File: config.mk
export PLATFORM = sky130hd
export DESIGN_NAME = bist_ctrl
export DESIGN_NICKNAME = d
export VERILOG_FILES = /design/src/rtl/bist_pkg.sv /design/src/rtl/misr16.sv /design/src/rtl/bist_ctrl.sv
export SDC_FILE = /design/constraint.sdc
export NUM_CORES = 1
export LEC_CHECK = 0
export CORE_MARGIN = 2
export CORE_UTILIZATION = 51
export CTS_CLUSTER_SIZE = 25
export DETAILED_ROUTE_END_ITERATION = 12
export PLACE_DENSITY = 0.79
export SLEW_MARGIN = 5
export SYNTH_ARGS = -nofsm -noshare
export SYNTH_HDL_FRONTEND = slang
export SYNTH_SLANG_ARGS = --single-unit
File: constraint.sdc
create_clock -name clk -period 2.26 [get_ports clk]
set_input_delay 0.565 -clock clk [delete_from_list [all_inputs] [get_ports clk]]
set_output_delay 0.565 -clock clk [all_outputs]
set_load 0.01 [all_outputs]
File: src/rtl/bist_pkg.sv
// Shared types and constants for the BIST controller and its MISR compactor.
// The LFSR next-state helper lives here so other pattern generators can reuse it.
package bist_pkg;

    typedef enum logic [1:0] {
        IDLE  = 2'd0,
        RUN   = 2'd1,
        DRAIN = 2'd2,
        DONE  = 2'd3
    } bist_state_e;

    localparam logic [15:0] MISR_POLY = 16'h1021;

    // Feedback taps at bits 7, 5, 4 and 3.
    localparam logic [7:0] LFSR_TAPS = 8'hB8;

    function automatic logic [7:0] lfsr_next(input logic [7:0] cur);
        return {cur[6:0], ^(cur & LFSR_TAPS)};
    endfunction

endpackage

File: src/rtl/misr16.sv
// 16-bit single-input signature register (CRC-CCITT polynomial).
// clr has priority over en so a restart can never fold in a stale bit.
module misr16
    import bist_pkg::*;
(
    input  logic        clk,
    input  logic        rst,
    input  logic        clr,
    input  logic        en,
    input  logic        din,
    output logic [15:0] sig
);

    logic [15:0] r_sig;

    always_ff @(posedge clk or posedge rst) begin
        if (rst) begin
            r_sig <= '0;
        end else if (clr) begin
            r_sig <= '0;
        end else if (en) begin
            r_sig <= {r_sig[14:0], 1'b0} ^ (r_sig[15] ? MISR_POLY : 16'h0000) ^ {15'b0, din};
        end
    end

    assign sig = r_sig;

endmodule

File: src/rtl/bist_ctrl.sv
// LFSR stimulus generator and MISR response checker for the test_2 block.
// Drives a/b/c for NUM_CYCLES vectors, drains LATENCY cycles, then reports pass/fail.
module bist_ctrl
    import bist_pkg::*;
#(
    parameter int unsigned NUM_CYCLES = 256,
    parameter int unsigned LATENCY    = 1,
    parameter logic [7:0]  LFSR_SEED  = 8'hA5,
    parameter logic [15:0] GOLDEN_SIG = 16'h0000
) (
    input  logic        clk,
    input  logic        rst,
    input  logic        start,
    output logic        a,
    output logic        b,
    output logic        c,
    input  logic        d,
    output logic        busy,
    output logic        done,
    output logic        pass,
    output logic [15:0] signature,
    output logic [15:0] vec_cnt
);

    localparam logic [15:0] LAST_VEC   = 16'(NUM_CYCLES - 1);
    localparam logic [2:0]  DRAIN_LAST = (LATENCY > 0) ? 3'(LATENCY - 1) : 3'd0;

    bist_state_e r_state;
    bist_state_e w_state_nxt;
    logic [7:0]  r_lfsr;
    logic [15:0] r_vec_cnt;
    logic [2:0]  r_drain_cnt;
    logic        w_run;
    logic        w_start_ok;
    logic        w_run_last;
    logic        w_cap;

    assign w_run      = (r_state == RUN);
    assign w_start_ok = start && ((r_state == IDLE) || (r_state == DONE));
    assign w_run_last = w_run && (r_vec_cnt == LAST_VEC);

    always_comb begin
        w_state_nxt = r_state;
        case (r_state)
            IDLE:    if (start) w_state_nxt = RUN;
            RUN:     if (w_run_last) w_state_nxt = (LATENCY > 0) ? DRAIN : DONE;
            DRAIN:   if (r_drain_cnt == 3'd0) w_state_nxt = DONE;
            DONE:    if (start) w_state_nxt = RUN;
            default: w_state_nxt = IDLE;
        endcase
    end

    always_ff @(posedge clk or posedge rst) begin
        if (rst) begin
            r_state     <= IDLE;
            r_lfsr      <= LFSR_SEED;
            r_vec_cnt   <= '0;
            r_drain_cnt <= '0;
        end else begin
            r_state <= w_state_nxt;
            if (w_start_ok) begin
                r_lfsr    <= LFSR_SEED;
                r_vec_cnt <= '0;
            end else if (w_run) begin
                r_lfsr    <= lfsr_next(r_lfsr);
                r_vec_cnt <= r_vec_cnt + 16'd1;
            end
            if (w_start_ok) begin
                r_drain_cnt <= '0;
            end else if (w_run_last) begin
                r_drain_cnt <= DRAIN_LAST;
            end else if ((r_state == DRAIN) && (r_drain_cnt != 3'd0)) begin
                r_drain_cnt <= r_drain_cnt - 3'd1;
            end
        end
    end

    // Capture strobe: RUN delayed by the DUT latency, so vector k is folded in LATENCY later.
    generate
        if (LATENCY == 0) begin : g_cap_direct
            assign w_cap = w_run;
        end else begin : g_cap_pipe
            logic [LATENCY-1:0] r_cap_pipe;

            always_ff @(posedge clk or posedge rst) begin
                if (rst) begin
                    r_cap_pipe <= '0;
                end else if (w_start_ok) begin
                    r_cap_pipe <= '0;
                end else begin
                    r_cap_pipe[0] <= w_run;
                    for (int i = 1; i < LATENCY; i++) begin
                        r_cap_pipe[i] <= r_cap_pipe[i-1];
                    end
                end
            end

            assign w_cap = r_cap_pipe[LATENCY-1];
        end
    endgenerate

    misr16 u_misr (
        .clk (clk),
        .rst (rst),
        .clr (w_start_ok),
        .en  (w_cap),
        .din (d),
        .sig (signature)
    );

    assign a       = w_run ? r_lfsr[2] : 1'b1;
    assign b       = w_run ? r_lfsr[1] : 1'b1;
    assign c       = w_run ? r_lfsr[0] : 1'b1;
    assign busy    = (r_state == RUN) || (r_state == DRAIN);
    assign done    = (r_state == DONE);
    assign pass    = done && (signature == GOLDEN_SIG);
    assign vec_cnt = r_vec_cnt;

endmodule

* Word-level counts from Yosys, hierarchy flattened
Cells that the tools add are included.
** Word-level totals
- Input port bits :: 4
- Output and inout bits :: 38
- Register bits after elaboration :: 46
- Word-level logic and storage cells :: 51
** Cells by class
- Reduce and logical (&&, ||, !) cells :: 16
- Bitwise gates (word level) :: 2
- Add/sub/neg operators :: 2
- Equality and inequality tests :: 7
- Muxes and demuxes :: 18
** Operators by type and width (count)
- $mux 16 :: 4
- $add 16x1->16 const B :: 1
- $eq 16x8->1 const B :: 1
- $logic_not 16->1 :: 1
- $mux 8 :: 2
- $xor 16x1->16 :: 1
- $xor 16x16->16 :: 1
- $mux 13 :: 1
- $mux 3 :: 3
- $reduce_xor 8->1 :: 1
- $mux 2 :: 3
- $pmux 2 s3 :: 1
- $reduce_bool 3->1 :: 2
- $eq 2x2->1 const B :: 2
- $logic_and 1x1->1 :: 4
- $mux 1 :: 4
- $ne 2x1->1 const B :: 2
- $reduce_bool 2->1 :: 2
- $logic_not 3->1 :: 1
- $reduce_and 3->1 :: 1
- $sub 3x1->3 const B :: 1
- $eq 2x1->1 const B :: 1
- $logic_not 2->1 :: 1
- $logic_or 1x1->1 :: 2
- 2 further kinds :: 2

* Logic depth before layout (Yosys ltp)
- Word-level depth :: 5
- Depth in mapped cells :: 6
- Mapped depth without buffers :: 6

* Modules after synthesis
From an unflattened synthesis, not the netlist that was laid out.
** Second synthesis, totals
- Cells, all modules :: 216
- Area, all modules :: 2331.0 µm²
** Modules (own cells, without submodules)
- bist_ctrl :: seq. area each 755.7 µm², times used 1, area an instance 1626.6 µm², cells each 160
- misr16 :: seq. area each 400.4 µm², times used 1, area an instance 704.4 µm², cells each 56

* Least setup slack after synthesis
No wires, ideal clock.
- Kind :: flip-flop to output port
- Start point :: register r_state[0]
- End point :: output port pass
- Setup slack :: 0.410 ns
- Arrival :: 1.285 ns
- Required time :: 1.695 ns
- Stages on the path, launching flop included :: 5
- Buffers on the path :: 0
- Cell sequence :: dfrtp_1 ha_1 nor4b_1 nand4_1 nor4_1
** On the way
- Cells in the longest elaborated chain, start to end :: 2
** RTL lines
- start: declaration :: line bist_ctrl.sv:28 : bist_state_e r_state;
- start signal: assignment :: line bist_ctrl.sv:60 : r_state <= w_state_nxt;
- $eq 2x2->1 :: line bist_ctrl.sv:115 : assign done = (r_state == DONE);
- named net done :: line bist_ctrl.sv:19 : output logic done,
- $logic_and 1x1->1 :: line bist_ctrl.sv:116 : assign pass = done && (signature == GOLDEN_SIG);
- end: declaration :: line bist_ctrl.sv:20 : output logic pass,
The timed path passes the listed nets, and every way through them passes these cells.

* Worst setup path in the final report
- Start point :: register u_misr.r_sig[12], in the netlist u_misr.sig[12]
- End point :: output port pass
** On the way
- Cells in the longest elaborated chain, start to end :: 2
** RTL lines
- start: declaration :: line misr16.sv:14 : logic [15:0] r_sig;
- start signal: assignment :: line misr16.sv:22 : r_sig <= {r_sig[14:0], 1'b0} ^ (r_sig[15] ? MISR_POLY : 16'h0000) ^ {15'b0, din};
- $logic_not 16->1 :: line bist_ctrl.sv:116
- $logic_and 1x1->1 :: line bist_ctrl.sv:116
Every way passes these cells.

==> metrics.md <==
| Metric | Value |
|---|---|
| CTS Hold Bufs | `0` |
| Setup repair bufs after CTS | `0` |
| Nets@finish | `276` |
| Endpoints failing hold | `0` |
| Fin worst setup slack | `around 0.10 ns` |
| Core area | `about 4300 um^2` |
| Die height | `around 70 um` |
| Gate count after technology mapping | `211` |
| Vias per cell | `about 5.4` |
| Setup CP Type | `flop to output port` |
| Fmax | `between 0.4 and 0.5 GHz` |
| Power Total | `3.46 mW` |
| PD cells | `around 1200 nW/um^2` |
| Status | `finished, final reports clean` |
| Cell row count | `24` |
| Largest cells by area after synthesis | `dfrtp_1, mux2i_1, nor2_1` |
| First-pass GRT wire length | `8110 um` |
| Vias in the first global route | `~1600` |
| Placement Cell Area | `2790 um^2` |
| Worst hold path class | `flop to flop` |
| TritonCTS clock tree | `built` |
| Filler cell count in the final layout | `350` |
| Reg2reg start | `r_state[1]$_DFFE_PP0P_` |
| Avg Cell Area, Syn | `10.5 um^2` |
| Netlist cell types | `30` |
| Syn nets | `around 220` |
| Hold depth | `2` |
| Post-synthesis async set-or-reset flop share | `1.00` |
| CP Capture Type | `output port` |
| Yosys top cell area share | `0.472` |
| Final instance area | `2930 um^2` |
| H-Tree Depth | `2` |
| EDFF count, synth | `0` |
| Pre-CTS worst setup slack | `-0.0584 ns` |
| Largest net degree at the start of global routing | `47` |
| Worst slew margin | `0.443` |
| Worst-case reg-to-reg path depth | `8` |
| Post-synth top area cell | `dfrtp_1` |
| Maximum VDD drop | `~0.70 mV` |
| Flop2flop setup slack | `approximately 0.19 ns` |
| Clock buffer depth | `2` |
| Die area | `4910 um^2` |
| Yosys warnings | `0` |
| Via Count | `about 1700` |
| 1st-iter DRT viols | `just under 100` |
| Static leakage | `approximately 1.3 nW` |
| DR WL/cell | `roughly 15 um` |
| Area Overhead vs Synth | `31.6%` |
| Flops & latches, synth | `46` |
| Startpoint types | `flop` |
| Initial Utilization | `0.522` |
| Root Buffer Master | `clkbuf_8` |
| Synthesized area | `~2200 um^2` |
| PortBufs | `41` |
| Clock latency on the worst-skew pair | `~0.30 ns` |
| Worst EP arrival | `1.59 ns` |
| Number of CTS-inserted buffers | `5` |
| IO Pins | `42` |
| Critical Path Fanout Max | `2` |
| Hold Path Sink | `r_lfsr[7]$_DFFE_PP1P_` |
| Detailed-router iteration count before antenna repair | `4` |
| Tmin final | `2.16 ns` |
| DP HPWL | `around 3300 um` |
| Final-report max-slew violation count | `0` |
| RR Endpoint | `vec_cnt[15]$_DFFE_PP0P_` |
| CP Data Required Time | `around 1.7 ns` |
| Fin crit share | `0.956` |
| Routed wire length | `4760 um` |
| Antenna cells | `0` |
| Final Skew | `0.00560 ns` |
| Final hold slack | `between 0.5 and 0.6 ns` |
| Num Clock Sinks | `between 40 and 50` |
| DRT antenna net count | `0` |
| Initial antenna violation count | `0` |
| Top_reg_cell synth | `dfrtp_1` |
| RSZ-0062 raised after global routing | `false` |
| Max_cap viols | `0` |
| Slew @ Worst Pin | `roughly 0.84 ns` |
| Post-route DRC | `0` |
| Total global-route track usage | `0.210` |
| GRT Residual Overflow | `0` |
| Setup Viol. Count Final | `0` |
| Hold_sp | `r_lfsr[6]$_DFFE_PP0P_` |
| Share of layout cells above drive strength 1 | `0.113` |
| Die Span X | `between 70 and 80 um` |
| Post-synthesis sequential area ratio | `0.520` |
| Gp weighted congestion | `a little under 0.8` |
| Clk slew on worst S/H paths | `around 0.080 ns` |
worst max path at each step:
stage | start | depth (start not counted) | end
floorplan | r_state[0]$_DFFE_PP0P_ | 4 | pass
detailed placement | r_state[0]$_DFFE_PP0P_ | 5 | pass
global route | u_misr.sig[12]$_DFFE_PP0P_ | 4 | pass
finish | u_misr.sig[12]$_DFFE_PP0P_ | 4 | pass
CTS | r_state[0]$_DFFE_PP0P_ | 5 | pass
global placement | r_state[0]$_DFFE_PP0P_ | 5 | pass
power breakdown:
group / internal (mW) / total (mW) / switching, mW
logic: 0.805 / 1.53 / 0.724
clock network: 0.331 / 0.593 / 0.263
registers: 1.06 / 1.33 / 0.273
worst max-delay path: stages, from the launching register on:
cell,delay [ns]
dfrtp_1,0.42
nor4_4,0.31
nand4_1,0.12
nor4_1,0.17
dlygate4sd1_1,0.28
cell usage in the layout (no fill, tap or decap), types with 3 or more instances in the layout:
cell             instances
a211oi_1                 5
a21oi_1                  3
and3_1                   3
buf_4                   13
clkbuf_8                 5
clkdlybuf4s50_1         36
dfrtp_1                 42
dfstp_2                  4
dlygate4sd2_1            4
ha_1                     6
inv_1                    8
mux2i_1                 23
nand2_1                 11
nand2b_1                 3
nand3_1                  3
nand4_1                 10
nor2_1                  37
nor3_1                   3
nor4_1                   3
o21ai_0                  4
xnor2_1                 11
xor2_1                   7
cells in the mapped netlist (all sizes together), types with 4 or more instances:
cell / number
nand4: 10
buf: 4
clkbuf: 4
dfrtp: 42
nand2: 11
xnor2: 11
nor2: 38
ha: 7
o21ai: 4
nor4: 6
mux2i: 23
a211oi: 5
dfstp: 4
inv: 9
xor2: 7
sequential cells by signal (all words and copies together) (netlist names):
register               flops
r_state                    2
r_lfsr                     8
r_drain_cnt                3
u_misr.sig                16
vec_cnt                   16
g_cap_pipe.r_cap_pipe      1
stage by stage:
stage	util	cells	setup TNS, ns
2_1_floorplan	-	211	0
3_5_place_dp	0.653	310	-0.0584
3_3_place_gp	0.653	310	-0.0120
5_1_grt	0.687	318	0
4_1_cts	0.683	318	0
6_report	0.687	318	0
layer usage:
metal | routed length (um) | global-route usage
met1 | 2240 | 0.290
met2 | 2240 | 0.325
met3 | 203 | 0.0491
met4 | 72 | 0.0748
met5 | 0 | 0
area by class of cell:
cell class / count / area [um^2] / share of cell area
Inverter: 9 / 33.8 / 0.0115
Multi-Input combinational cell: 148 / 1040 / 0.357
Tap cell: 52 / 65.1 / 0.0222
Clock inverter: 1 / 30.0 / 0.0103
Timing Repair Buffer: 55 / 522 / 0.178
Clock buffer: 7 / 76.3 / 0.0261
Sequential cell: 46 / 1160 / 0.395
cells by family after synthesis:
logic type,synth area share
simple gates,0.191
flops,0.520
mux,0.103
xor+xnor,0.0709
buf+inv,0.0309
compound gates,0.0444
fa+ha+maj,0.0394
what timing repair did:
action	CTS	global route
setup endpoints to repair	5	1
pin swaps	0	0
resized for setup	9	4
Power figures use the tool's default switching activity.
